File: config.mk
export PLATFORM = sky130hd
export DESIGN_NAME = rr_arbiter4
export DESIGN_NICKNAME = d
export VERILOG_FILES = /design/src/rtl/arb_pkg.sv /design/src/rtl/rr_pick4.sv /design/src/rtl/rr_arbiter4.sv
export SDC_FILE = /design/constraint.sdc
export NUM_CORES = 1
export LEC_CHECK = 0
export CORE_AREA = 2 2 52 54
export DETAILED_ROUTE_END_ITERATION = 12
export DIE_AREA = 0 0 54 56
export GPL_ROUTABILITY_DRIVEN = 0
export GPL_TIMING_DRIVEN = 0
export PLACE_DENSITY = 0.76
export SLEW_MARGIN = 20
export SYNTH_ARGS = -nofsm -noshare
export SYNTH_HDL_FRONTEND = slang
export SYNTH_SLANG_ARGS = --single-unit
File: constraint.sdc
create_clock -name clk -period 5.1 [get_ports clk]
set_input_delay 0.765 -clock clk [delete_from_list [all_inputs] [get_ports clk]]
set_output_delay 0.765 -clock clk [all_outputs]
set_load 0.005 [all_outputs]
File: src/rtl/arb_pkg.sv
// Shared definitions for the four-requester round-robin arbiter.
package arb_pkg;

    localparam int unsigned N_REQ = 4;
    localparam int unsigned IDX_W = 2;

    localparam logic ST_IDLE = 1'b0;
    localparam logic ST_BUSY = 1'b1;

    // Index to one-hot, same mapping as a 2-to-4 decoder.
    function automatic logic [N_REQ-1:0] idx2onehot(input logic [IDX_W-1:0] idx);
        logic [N_REQ-1:0] oh;
        oh      = '0;
        oh[idx] = 1'b1;
        return oh;
    endfunction

    // One-hot to index, same mapping as a 4-to-2 encoder.
    function automatic logic [IDX_W-1:0] onehot2idx(input logic [N_REQ-1:0] oh);
        logic [IDX_W-1:0] idx;
        idx = '0;
        for (int i = 0; i < N_REQ; i++) begin
            if (oh[i]) idx = IDX_W'(i);
        end
        return idx;
    endfunction

endpackage

File: src/rtl/rr_pick4.sv
// Combinational round-robin pick: first set request searching from last+1.
module rr_pick4
    import arb_pkg::*;
(
    input  logic [N_REQ-1:0] req,
    input  logic [IDX_W-1:0] last,
    output logic [IDX_W-1:0] pick_idx,
    output logic             pick_valid
);

    localparam logic [N_REQ-1:0] ONE = N_REQ'(1);

    logic [IDX_W-1:0] base;
    logic [N_REQ-1:0] rot;
    logic [N_REQ-1:0] lowest;

    assign base = last + IDX_W'(1);

    // Rotate so that bit 0 of rot is the client right after last.
    always_comb begin
        logic [IDX_W-1:0] src;
        rot = '0;
        for (int i = 0; i < N_REQ; i++) begin
            src    = IDX_W'(i) + base;
            rot[i] = req[src];
        end
    end

    assign lowest     = rot & (~rot + ONE);
    assign pick_idx   = onehot2idx(lowest) + base;
    assign pick_valid = |req;

endmodule

File: src/rtl/rr_arbiter4.sv
// Four-client round-robin arbiter with hold-time pre-emption.
module rr_arbiter4
    import arb_pkg::*;
#(
    parameter int unsigned HOLD_MAX = 8,
    parameter int unsigned CNT_W    = 8
) (
    input  logic             clk,
    input  logic             rst_n,
    input  logic             en,
    input  logic [N_REQ-1:0] req,
    output logic [N_REQ-1:0] gnt,
    output logic [IDX_W-1:0] gnt_idx,
    output logic             gnt_valid,
    output logic             preempt
);

    localparam logic [CNT_W-1:0] HOLD_LIM = CNT_W'(HOLD_MAX - 1);

    logic             state, state_nxt;
    logic [IDX_W-1:0] last, last_nxt;
    logic [CNT_W-1:0] hold_cnt, hold_nxt;
    logic [IDX_W-1:0] idx_nxt;
    logic             preempt_nxt;
    logic [N_REQ-1:0] gnt_nxt;

    logic [N_REQ-1:0] pick_req;
    logic [IDX_W-1:0] pick_idx;
    logic             pick_valid;

    // The current owner is masked out while busy so a pick is always a new owner.
    assign pick_req = (state == ST_BUSY) ? (req & ~idx2onehot(gnt_idx)) : req;

    rr_pick4 u_pick (
        .req        (pick_req),
        .last       (last),
        .pick_idx   (pick_idx),
        .pick_valid (pick_valid)
    );

    // State, rotation pointer and hold counter.
    always_ff @(posedge clk or negedge rst_n) begin
        if (!rst_n) begin
            state    <= ST_IDLE;
            last     <= IDX_W'(N_REQ - 1);
            hold_cnt <= '0;
        end else begin
            state    <= state_nxt;
            last     <= last_nxt;
            hold_cnt <= hold_nxt;
        end
    end

    // Next owner decision: acquire, release/handoff, pre-empt or hold.
    always_comb begin
        state_nxt   = state;
        idx_nxt     = gnt_idx;
        last_nxt    = last;
        hold_nxt    = hold_cnt;
        preempt_nxt = 1'b0;
        if (state == ST_IDLE) begin
            idx_nxt  = '0;
            hold_nxt = '0;
            if (en && pick_valid) begin
                state_nxt = ST_BUSY;
                idx_nxt   = pick_idx;
                last_nxt  = pick_idx;
            end
        end else begin
            if (!en) begin
                state_nxt = ST_IDLE;
                idx_nxt   = '0;
                hold_nxt  = '0;
            end else if (!req[gnt_idx]) begin
                hold_nxt = '0;
                if (pick_valid) begin
                    idx_nxt  = pick_idx;
                    last_nxt = pick_idx;
                end else begin
                    state_nxt = ST_IDLE;
                    idx_nxt   = '0;
                end
            end else if (hold_cnt == HOLD_LIM && pick_valid) begin
                idx_nxt     = pick_idx;
                last_nxt    = pick_idx;
                hold_nxt    = '0;
                preempt_nxt = 1'b1;
            end else if (hold_cnt != HOLD_LIM) begin
                hold_nxt = hold_cnt + CNT_W'(1);
            end
        end
    end

    // Grant vector for the next cycle.
    always_comb begin
        gnt_nxt = '0;
        if (state_nxt == ST_BUSY) gnt_nxt = idx2onehot(idx_nxt);
    end

    // Output registers.
    always_ff @(posedge clk or negedge rst_n) begin
        if (!rst_n) begin
            gnt     <= '0;
            gnt_idx <= '0;
            preempt <= 1'b0;
        end else begin
            gnt     <= gnt_nxt;
            gnt_idx <= idx_nxt;
            preempt <= preempt_nxt;
        end
    end

    assign gnt_valid = (state == ST_BUSY);

endmodule

==> impl_metrics.env <==
export IMPL_status="complete, no violations"
export IMPL_power_density_nw_per_um2=411
export IMPL_synth_async_reset_ratio=1.00
export IMPL_hold_path_class="reg -> reg"
export IMPL_postLayoutCoreUtil=0.569
export IMPL_ios=15
export IMPL_finalCritPeriodShare=0.602
export IMPL_cp_required_ns=5.29
export IMPL_max_clock_path_buffers=2
export IMPL_max_vdd_ir_drop_v=0.000272
export IMPL_syn_area_um2=1180
export IMPL_synth_nets=138
export IMPL_placed_area_um2=1350
export IMPL_post_dp_hpwl_um=1930
export IMPL_clk_pin_slew_ns=0.10
export IMPL_n_antenna_cell=0
export IMPL_cts_tree="done"
export IMPL_htreeDepth=1
export IMPL_dieHeight_um=56
export IMPL_grt_pass1_wl_um=4310
export IMPL_cts_resized=0
export IMPL_critical_path_class="in -> reg"
export IMPL_die_x_um=54
export IMPL_p_total_mw=0.569
export IMPL_wl_um=2480
export IMPL_seq_area_frac_synth=0.384
export IMPL_final_cell_mix="dfrtp_1 (16), nor2_1 (15), clkdlybuf4s50_1 (13)"
export IMPL_via_per_inst=5.85
export IMPL_final_common_cell="dfrtp_1"
export IMPL_final_nets=156
export IMPL_synth_top_area_frac=0.339
export IMPL_cp_common_cell="a31oi_1"
export IMPL_skew_ns=0.000891
export IMPL_clk_latency_ns=0.29
export IMPL_track_usage=0.186
export IMPL_ys_types=48
export IMPL_tightest_slew_ns=0.783
export IMPL_report_final_slew_viol_count=0
export IMPL_layout_drive_gt1_share=0.123
export IMPL_crit_path_max_incr_delay_ns=0.51
export IMPL_area_growth_pct=17.3
export IMPL_antenna_left=0
export IMPL_drc=0
export IMPL_initial_utilization=0.485
export IMPL_grt_max_degree=19
export IMPL_setup_viol=0
export IMPL_fmax_ghz=0.326
export IMPL_synth_edf_count=0
export IMPL_dr_pass1_iters=5
export IMPL_cts_made_buffers=3
export IMPL_critPathMaxFanout=6
export IMPL_fin_hold_ws_ns=0.545
export IMPL_first_global_vias=998
export IMPL_holdBufCountCts=0
export IMPL_slew_headroom=0.477
export IMPL_clock_sinks=18
export IMPL_antenna_found_initial=0
export IMPL_path_cells="clkdlybuf4s50_1 > mux2i_1 > a31oi_1 > a2111oi_0 > a31oi_1 > o21ai_0 > ha_1 > xor2_1 > nand4b_1 > and4_1"
export IMPL_grt_setup_unrepaired="false"
export IMPL_synthFlopType="dfrtp_1"
export IMPL_synth_area_leaders="dfrtp_1 (34%), nor2_1 (4.8%), dfstp_2 (4.5%)"
export IMPL_yosysTopAreaCell="dfrtp_1"
export IMPL_fin_crit_ns=3.07
export IMPL_grt_overflow_total=0
export IMPL_worst_path_max_delay_cell="clkdlybuf4s50_1"
export IMPL_core_area_um2=2430
export IMPL_maxCapViolations=0
export IMPL_rows=18
export IMPL_cp_arrival_ns=3.26
export IMPL_p_leak_nw=0.581
export IMPL_ys_ff_latch=18
export IMPL_setup_tns_final_ns=0
export IMPL_end_kind="register"
export IMPL_start_kind="primary input"
export IMPL_drt_iter0_markers=32
export IMPL_final_hold_viol_count=0
export IMPL_post_drt_wl_per_cell_um=14.1
export IMPL_vias=1029
export IMPL_syn_inst=129
export IMPL_port_buffers=13
export IMPL_synth_warnings=0
export IMPL_final_area_um2=1380
export IMPL_die_area_um2=3020
export IMPL_post_cts_buffers=0
export IMPL_avgSynthCellArea_um2=9.15
export IMPL_cts_root_buf="clkbuf_4"
-- worst max-delay path, delay by kind of cell --
kind	cells	cell delay [ns]
simple gates	2	0.54
fa+ha+maj	1	0.20
mux	1	0.21
xor+xnor	1	0.23
compound gates	4	0.79
buf+inv	1	0.51
-- cell type report --
| type | instances | area, um^2 |
|---|---|---|
| well taps | 30 | 37.5 |
| multi-input cells | 100 | 672 |
| flip-flops and latches | 18 | 453 |
| fillers | 218 | 1050 |
| plain buffers | 6 | 36.3 |
| repair buffers | 13 | 130 |
| clock buffers | 4 | 36.3 |
| inverters | 5 | 18.8 |
-- kinds of logic after synthesis --
| kind of cell | Yosys count | share of synthesized area |
|---|---|---|
| AOI/OAI and AO/OA | 26 | 0.162 |
| xor gates and xnor gates | 8 | 0.0594 |
| adders and majority gates | 2 | 0.0212 |
| buffers and inverters | 11 | 0.0467 |
| DFF | 18 | 0.384 |
| muxes | 6 | 0.0520 |
| and+or+nand+nor | 58 | 0.275 |
-- registers in the layout, indices dropped and copies added (netlist names) --
signal     flops
hold_cnt       8
gnt            4
gnt_idx        2
last           2
gnt_valid      1
preempt        1
-- Yosys cell counts (all sizes together), types with 2 or more instances --
library cell and number:
o21ai 3, inv 5, o211ai 2, a31oi 6
clkbuf 3, dfrtp 16, nor3 4, or2 2
nand2 9, xor2 6, a21oi 5, buf 3
ha 2, nor2 15, nand2b 3, and2 2
and3 3, dfstp 2, nand4 2, xnor2 2
mux2i 5, nand3 9
-- where the power goes --
group	internal, mW	switching [mW]
Combinational	0.136	0.154
Clock	0.0435	0.0443
Sequential	0.175	0.0166
Total	0.354	0.215
-- stage by stage --
step	std cells	setup slack [ns]
6_report	176	2.03
3_5_place_dp	172	1.77
3_3_place_gp	172	1.87
4_1_cts	176	2.06
2_1_floorplan	129	2.60
5_1_grt	176	1.89
-- final timing paths --
check	depth (start not counted)	slack [ns]	startpoint	end
max in group asynchronous	1	3.70	rst_n	gnt[2]
worst min-delay path	2	0.55	hold_cnt[7]	hold_cnt[7]
worst max register to register	10	2.23	last[0]	gnt[1]
worst max-delay path	10	2.03	req[1]	gnt[1]
min in group asynchronous	1	0.92	rst_n	hold_cnt[1]
worst min register to register	2	0.55	hold_cnt[7]	hold_cnt[7]
-- per-layer routing --
layer	share of wire	wire length, um	GRT usage	up-vias
met2	0.53	1300	0.326	20
met5	0	0	0	-
met4	0.010	26	0.0429	0
met1	0.43	1060	0.239	500
li1	-	-	-	505
met3	0.036	89	0.0188	4
No activity file was read; power rests on OpenSTA's default activity.
